===== src/rtl/lsu_pkg.sv =====
`default_nettype none
// ============================================================================
// Module      : lsu_pkg
// Description : Shared types and constants for the load/store unit memory
//               master (RV32I funct3 codes, FSM states, word geometry).
// Revision    : 1.0 - initial release
// ============================================================================
package lsu_pkg;

  // RV32I load/store size and sign codes (funct3 field)
  typedef enum logic [2:0] {
    LB  = 3'b000,
    LH  = 3'b001,
    LW  = 3'b010,
    LBU = 3'b100,
    LHU = 3'b101
  } lsu_funct3_e;

  // Store path state machine states
  typedef enum logic [0:0] {
    IDLE  = 1'b0,
    MERGE = 1'b1
  } lsu_state_e;

  // Bytes per data-memory word
  localparam int WORD_BYTES = 4;

endpackage : lsu_pkg
`default_nettype wire


===== src/rtl/lsu_load_align.sv =====
`default_nettype none
// ============================================================================
// Module      : lsu_load_align
// Description : Combinational load lane extraction. Selects the byte or
//               halfword addressed by addr_lo from a memory word and sign- or
//               zero-extends it according to funct3. Word-sized codes pass
//               the word through unchanged.
// Revision    : 1.0 - initial release
// ============================================================================
module lsu_load_align
  import lsu_pkg::*;
(
  input  logic [31:0] word,
  input  logic [1:0]  addr_lo,
  input  logic [2:0]  funct3,
  output logic [31:0] rdata
);

  logic [7:0]  w_byte;
  logic [15:0] w_half;
  logic        w_signed;

  // Pick the addressed lanes out of the word
  always_comb begin
    w_signed = ~funct3[2];
    w_half   = addr_lo[1] ? word[31:16] : word[15:0];
    case (addr_lo)
      2'b00:   w_byte = word[7:0];
      2'b01:   w_byte = word[15:8];
      2'b10:   w_byte = word[23:16];
      default: w_byte = word[31:24];
    endcase
  end

  // Extend the selected lane to 32 bits; funct3[1] set means a full word
  always_comb begin
    case (funct3[1:0])
      2'b00:   rdata = {{24{w_signed & w_byte[7]}}, w_byte};
      2'b01:   rdata = {{16{w_signed & w_half[15]}}, w_half};
      default: rdata = word;
    endcase
  end

endmodule : lsu_load_align
`default_nettype wire


===== src/rtl/lsu_mem_master.sv =====
`default_nettype none
// ============================================================================
// Module      : lsu_mem_master
// Description : Memory-stage initiator for a word-addressed data memory with
//               combinational read and no byte enables. Loads complete one
//               cycle after accept with lane extraction and extension. Word
//               stores write in the accept cycle. Byte/halfword stores do a
//               read (accept cycle) then a merged write (MERGE cycle), during
//               which req_ready is low.
//               Optional feature macro: LSU_MISALIGN_TRAP_EN - when defined,
//               misaligned halfword/word accesses are dropped and reported
//               through resp_err; otherwise low address bits are ignored.
// Revision    : 1.0 - initial release
// ============================================================================
module lsu_mem_master
  import lsu_pkg::*;
#(
  parameter int MEM_WORDS = 256
) (
  input  logic        clk,
  input  logic        rst_n,
  input  logic        req_valid,
  output logic        req_ready,
  input  logic        req_we,
  input  logic [2:0]  req_funct3,
  input  logic [31:0] req_addr,
  input  logic [31:0] req_wdata,
  output logic        resp_valid,
  output logic [31:0] resp_rdata,
  output logic        resp_err,
  output logic [31:0] mem_a,
  output logic [31:0] mem_wd,
  output logic        mem_we,
  input  logic [31:0] mem_rd
);

  // Only the address bits the memory decodes (word index + byte offset) are
  // kept across the MERGE cycle; higher bits cannot change the target word.
  localparam int c_OFS_BITS = $clog2(WORD_BYTES);
  localparam int c_AW       = $clog2(MEM_WORDS) + c_OFS_BITS;

  localparam logic [0:0] c_ST_IDLE  = IDLE;
  localparam logic [0:0] c_ST_MERGE = MERGE;

  logic [0:0]      r_state;
  logic [31:0]     r_old;
  logic [c_AW-1:0] r_addr;
  logic [15:0]     r_wdata;
  logic            r_half;
  logic            r_resp_valid;
  logic [31:0]     r_resp_rdata;
  logic            r_resp_err;

  logic            w_accept;
  logic            w_is_word;
  logic            w_is_half;
  logic            w_misalign;
  logic            w_word_store;
  logic            w_sub_store;
  logic            w_we_raw;
  logic [31:0]     w_load;
  logic [31:0]     w_merged;
  logic [31:0]     w_merge_a;

  // Accept only while idle and out of reset
  assign req_ready = rst_n & (r_state == c_ST_IDLE);
  assign w_accept  = req_valid & req_ready;

  // Decode the access size and the misalignment condition
  always_comb begin
    w_is_word = req_funct3[1];
    w_is_half = ~req_funct3[1] & req_funct3[0];
`ifdef LSU_MISALIGN_TRAP_EN
    w_misalign = (w_is_half & req_addr[0]) |
                 (w_is_word & (req_addr[1:0] != 2'b00));
`else
    w_misalign = 1'b0;
`endif
    w_word_store = w_accept & req_we & w_is_word & ~w_misalign;
    w_sub_store  = w_accept & req_we & ~w_is_word & ~w_misalign;
  end

  // Lane extraction of the word being read in the accept cycle
  lsu_load_align u_load_align (
    .word    (mem_rd),
    .addr_lo (req_addr[1:0]),
    .funct3  (req_funct3),
    .rdata   (w_load)
  );

  // Build the merged word: captured old word with the store lane replaced
  always_comb begin
    w_merged = r_old;
    if (r_half) begin
      if (r_addr[1]) w_merged[31:16] = r_wdata;
      else           w_merged[15:0]  = r_wdata;
    end else begin
      case (r_addr[1:0])
        2'b00:   w_merged[7:0]   = r_wdata[7:0];
        2'b01:   w_merged[15:8]  = r_wdata[7:0];
        2'b10:   w_merged[23:16] = r_wdata[7:0];
        default: w_merged[31:24] = r_wdata[7:0];
      endcase
    end
    w_merge_a                 = '0;
    w_merge_a[c_AW-1:c_OFS_BITS] = r_addr[c_AW-1:c_OFS_BITS];
  end

  // Drive the memory port from the request in IDLE, from captured state in MERGE
  always_comb begin
    mem_a    = {req_addr[31:2], 2'b00};
    mem_wd   = req_wdata;
    w_we_raw = w_word_store;
    if (r_state == c_ST_MERGE) begin
      mem_a    = w_merge_a;
      mem_wd   = w_merged;
      w_we_raw = 1'b1;
    end
  end

  // Reset kills any write in flight immediately, including a pending MERGE
  assign mem_we = w_we_raw & rst_n;

  // Store path state machine and sub-word store capture
  always_ff @(posedge clk or negedge rst_n) begin
    if (!rst_n) begin
      r_state <= c_ST_IDLE;
      r_old   <= '0;
      r_addr  <= '0;
      r_wdata <= '0;
      r_half  <= 1'b0;
    end else begin
      case (r_state)
        c_ST_IDLE: begin
          if (w_sub_store) begin
            r_state <= c_ST_MERGE;
            r_old   <= mem_rd;
            r_addr  <= req_addr[c_AW-1:0];
            r_wdata <= req_wdata[15:0];
            r_half  <= w_is_half;
          end
        end
        default: r_state <= c_ST_IDLE;
      endcase
    end
  end

  // Response pulse: one cycle after a load/word store/trap, or after MERGE
  always_ff @(posedge clk or negedge rst_n) begin
    if (!rst_n) begin
      r_resp_valid <= 1'b0;
      r_resp_rdata <= '0;
      r_resp_err   <= 1'b0;
    end else begin
      r_resp_valid <= 1'b0;
      r_resp_err   <= 1'b0;
      if (r_state == c_ST_MERGE) begin
        r_resp_valid <= 1'b1;
        r_resp_rdata <= '0;
      end else if (w_accept && !w_sub_store) begin
        r_resp_valid <= 1'b1;
        r_resp_err   <= w_misalign;
        r_resp_rdata <= (req_we || w_misalign) ? 32'h0 : w_load;
      end
    end
  end

  assign resp_valid = r_resp_valid;
  assign resp_rdata = r_resp_rdata;
  assign resp_err   = r_resp_err;

endmodule : lsu_mem_master
`default_nettype wire


===== config.mk =====
export PLATFORM = sky130hd
export DESIGN_NAME = lsu_mem_master
export DESIGN_NICKNAME = d
export VERILOG_FILES = /design/src/rtl/lsu_pkg.sv /design/src/rtl/lsu_load_align.sv /design/src/rtl/lsu_mem_master.sv
export SDC_FILE = /design/constraint.sdc
export NUM_CORES = 1
export LEC_CHECK = 0
export CORE_ASPECT_RATIO = 1.25
export CORE_MARGIN = 2
export CORE_UTILIZATION = 44
export CTS_CLUSTER_DIAMETER = 200
export DETAILED_ROUTE_END_ITERATION = 10
export PLACE_DENSITY = 0.81
export SLEW_MARGIN = 25
export SYNTH_ARGS = -nofsm -noshare
export SYNTH_HDL_FRONTEND = slang
export SYNTH_SLANG_ARGS = --single-unit

===== constraint.sdc =====
create_clock -name clk -period 2.28 [get_ports clk]
set_clock_uncertainty 0.2 [all_clocks]
set_input_delay 0.456 -clock clk [delete_from_list [all_inputs] [get_ports clk]]
set_output_delay 0.456 -clock clk [all_outputs]
set_load 0.01 [all_outputs]

==> flow_metrics.py <==
metrics = {
    "sta": {
        "slew_viol_final": 0,
        "max_freq_ghz": 0.403,
        "slew_headroom": 0.618,
        "finalCritPeriodShare": 1.09,
        "tightest_slew_ns": 0.573,
        "setup_viol": 30,
        "worst_slack_ns": -0.203,
        "fin_crit_ns": 2.48,
        "finalHoldViolCount": 0,
        "rsz0062_at_grt": "yes",
    },
    "synth": {
        "syn_avg_cell_area_um2": 10.3,
        "synth_seq_area_share": 0.466,
        "synth_fa_ha_area_frac": 0,
        "ys_ff_latch": 93,
        "ys_warn_count": 0,
        "syn_inst": 484,
        "synthMuxAreaShare": 0.187,
        "synth-xor-area-share": 0,
        "yosys.area_share.simple": 0.105,
        "synth_top_family_by_area": "compound AO/OA/AOI/OAI gates",
        "synth_compound_gate_area_share": 0.187,
        "syn_area_um2": 5000,
        "ys_types": 40,
    },
    "layout": {
        "nets": 840,
        "stdcell_count": 876,
        "n_fill_cell": 725,
        "area_delta_synth_final_pct": 67.0,
        "drive_above_1_share": 0.351,
        "diodes": 0,
        "multi_input_area_um2": 2860,
        "layout.area.seq_um2": 2330,
    },
    "floorplan": {
        "floorplan.die.width_um": 99.3,
        "initial_core_util": 0.451,
        "dieHeight_um": 123,
        "dieArea_um2": 12200,
        "rows": 43,
        "io_pins": 203,
        "core_area_um2": 11100,
    },
    "route": {
        "drc_errors": 0,
        "drt-total-wl_um": 19700,
        "vias": 5181,
        "first_pass_iters": 5,
        "drt_iter0_drc": 377,
        "post_drt_wl_per_cell_um": 22.5,
        "antenna_left": 0,
        "viasPerCell": 5.91,
    },
    "grt": {
        "grt_pass1_vias": 4988,
        "overflow": 0,
        "use_met2": 0.500,
        "antenna_found_initial": 0,
        "use_met3": 0.0509,
        "grt_max_degree": 46,
        "grt_usage": 0.298,
        "grt_pass1_wl_um": 27800,
        "grt_busiest_layer": "met2",
        "met1_usage": 0.378,
    },
    "flow_run": {
        "drv_cap": 0,
    },
    "cts": {
        "cts_tree": "yes",
        "clock-sinks": 93,
        "cts-root-to-sink-buffers": 2,
        "insertion_delay_ns": 0.34,
        "cts_buffers": 9,
        "cts_root_buffer": "clkbuf_16",
        "h-tree-depth": 3,
        "clkTransAtPathRegs_ns": 0.07,
    },
    "worst_setup_path": {
        "cp_data_arrival_time_ns": 1.83,
        "cpPeakStageDelay_ns": 0.48,
        "worstReg2RegEnd": "r_old[4]",
        "crit_type": "register to output pin",
        "crit_path_start_kind": "register",
        "reg2reg_depth": 6,
        "cp.required_ns": 1.62,
        "endpoint_kind": "output pin",
        "path_max_fanout": 8,
        "crit_chain": "buf_6 > nor2_4 > nor2_4 > nor2_1 > o31ai_1 > buf_2",
        "cp_common_cell": "nor2_4",
        "crit_slowest_cell": "dfrtp_1",
        "reg2reg_setup_slack_ns": 0.05,
        "worstReg2RegStart": "r_state",
    },
    "run_status": {
        "status": "finished, violations left",
        "violations": "negative setup slack",
    },
    "place": {
        "numPortBuffers": 199,
        "dp_hpwl_um": 13500,
        "dpl.cell_count": 843,
        "place.gp.congestion": 0.890,
    },
    "power": {
        "total_power_uw": 6180,
        "peakVddDrop_mv": 0.521,
        "p_leak_uw": 0.00359,
        "power_density_nw_per_um2": 740,
    },
    "min_path": {
        "hp-class": "input pin to async pin",
    },
}
what timing repair did:
action,4_1_cts,5_1_grt
setup buffers,5,14
pin swaps,6,22
hold buffers,1,0
endpoints found under the setup margin,64,72
gates resized for setup,171,97
endpoints found under the hold margin,14,0
cloned,1,2
critical path: cells and delay by family (launching register included):
family	cells	cell delay (ns)
AOI/OAI and AO/OA	1	0.27
buffers and inverters	2	0.36
DFF	1	0.48
and+or+nand+nor	3	0.38
metrics by stage:
| stage | setup TNS, ns | area [µm²] | util | hold WS [ns] | setup slack, ns |
|---|---|---|---|---|---|
| after floorplan | 0 | 5010 | - | -0.0396 | 0.200 |
| after global placement | -7.78 | 7530 | 0.679 | 0.0835 | -0.264 |
| after detailed placement | -11.33 | 7530 | 0.679 | 0.0889 | -0.305 |
| after CTS | -6.68 | 7980 | 0.720 | 0.0625 | -0.221 |
| after global routing | -5.55 | 8350 | 0.753 | 0.0193 | -0.273 |
| final | -3.83 | 8350 | 0.753 | 0.0107 | -0.203 |
report_power, final:
group,switching [µW],internal (µW),total [µW]
logic,1010,1220,2230
clock network,624,1070,1690
registers,290,1970,2260
metal layers:
layer  vias up  wire (µm)
li1       2253          -
met1      2554       7290
met2       306      10400
met3        68       1320
met4         0        780
met5         -          0
registers in the layout, summed over array words and instances (netlist names):
| register | count |
|---|---|
| r_old | 32 |
| resp_rdata | 32 |
| r_wdata | 16 |
| r_addr | 10 |
| r_half | 1 |
| r_state | 1 |
| resp_valid | 1 |
worst max-delay path by stage:
stage               from  slack, ns          to
6_report       r_addr[0]      -0.20  mem_wd[27]
5_1_grt           r_half      -0.27  mem_wd[21]
4_1_cts        r_addr[0]      -0.22   mem_wd[4]
3_5_place_dp   req_valid      -0.31      mem_we
3_3_place_gp   req_valid      -0.26      mem_we
2_1_floorplan     r_half       0.20  mem_wd[24]
placed cells by master (no fill, tap or decap), drive strengths merged, types with 2 or more instances in the layout:
cell	count
clkdlybuf4s15	2
o31ai	7
nand2	27
clkinvlp	3
o21ai	40
clkinv	2
a32o	7
clkbuf	16
nor2b	25
a2bb2oi	7
inv	23
a21oi	20
nor2	40
nor3	10
conb	3
nor3b	2
clkdlybuf4s50	134
o221ai	9
a221o	15
mux2i	17
buf	102
a311o	6
nand2b	5
a221oi	2
dlygate4sd2	32
a21boi	8
dfrtp	93
a22o	3
mux2	66
bufinv	3
cells in the mapped netlist, drive strengths merged:
| cell type | count | area share |
|---|---|---|
| o211a | 1 | 0.0035 |
| a32o | 7 | 0.014 |
| nor3 | 10 | 0.010 |
| clkinv | 2 | 0.0015 |
| mux2 | 66 | 0.15 |
| and4 | 1 | 0.0018 |
| a32oi | 1 | 0.0018 |
| a21oi | 20 | 0.021 |
| nand2 | 27 | 0.020 |
| o221ai | 9 | 0.016 |
| o31ai | 7 | 0.011 |
| a21boi | 8 | 0.012 |
| o211ai | 1 | 0.0015 |
| nor3b | 2 | 0.0030 |
| nand3 | 1 | 0.0010 |
| a221oi | 2 | 0.0035 |
| o21ai | 40 | 0.040 |
| nand2b | 5 | 0.0063 |
| mux2i | 17 | 0.034 |
| buf | 14 | 0.017 |
| mux4 | 1 | 0.0045 |
| conb | 1 | 0.00075 |
| inv | 24 | 0.018 |
| o21a | 1 | 0.0015 |
| nor2b | 25 | 0.031 |
| dfrtp | 93 | 0.47 |
| a221o | 15 | 0.030 |
| a311o | 6 | 0.012 |
| clkbuf | 24 | 0.018 |
| nor4 | 1 | 0.0013 |
| a22o | 3 | 0.0053 |
| a31oi | 1 | 0.0013 |
| a2bb2oi | 7 | 0.012 |
| nor2 | 40 | 0.030 |
| a211oi | 1 | 0.0015 |
cell type report:
class / count / share of cell area
Inverter: 26 / 0.0124
Clock inverter: 4 / 0.0117
Clock buffer: 11 / 0.0279
Multi-Input combinational cell: 329 / 0.343
Timing Repair inverter: 1 / 0.000599
Sequential cell: 93 / 0.279
Tap cell: 135 / 0.0202
Timing Repair Buffer: 277 / 0.305
cell families (layout without fill, tap and decap cells):
logic type / Yosys count / after routing
AND/OR/NAND/NOR: 112 / 112
flip-flops: 93 / 93
AO/OA/AOI/OAI: 130 / 130
other: 1 / 3
multiplexers: 84 / 84
buffers and inverters: 64 / 319
Note: power is estimated with default switching activity, not from simulation.
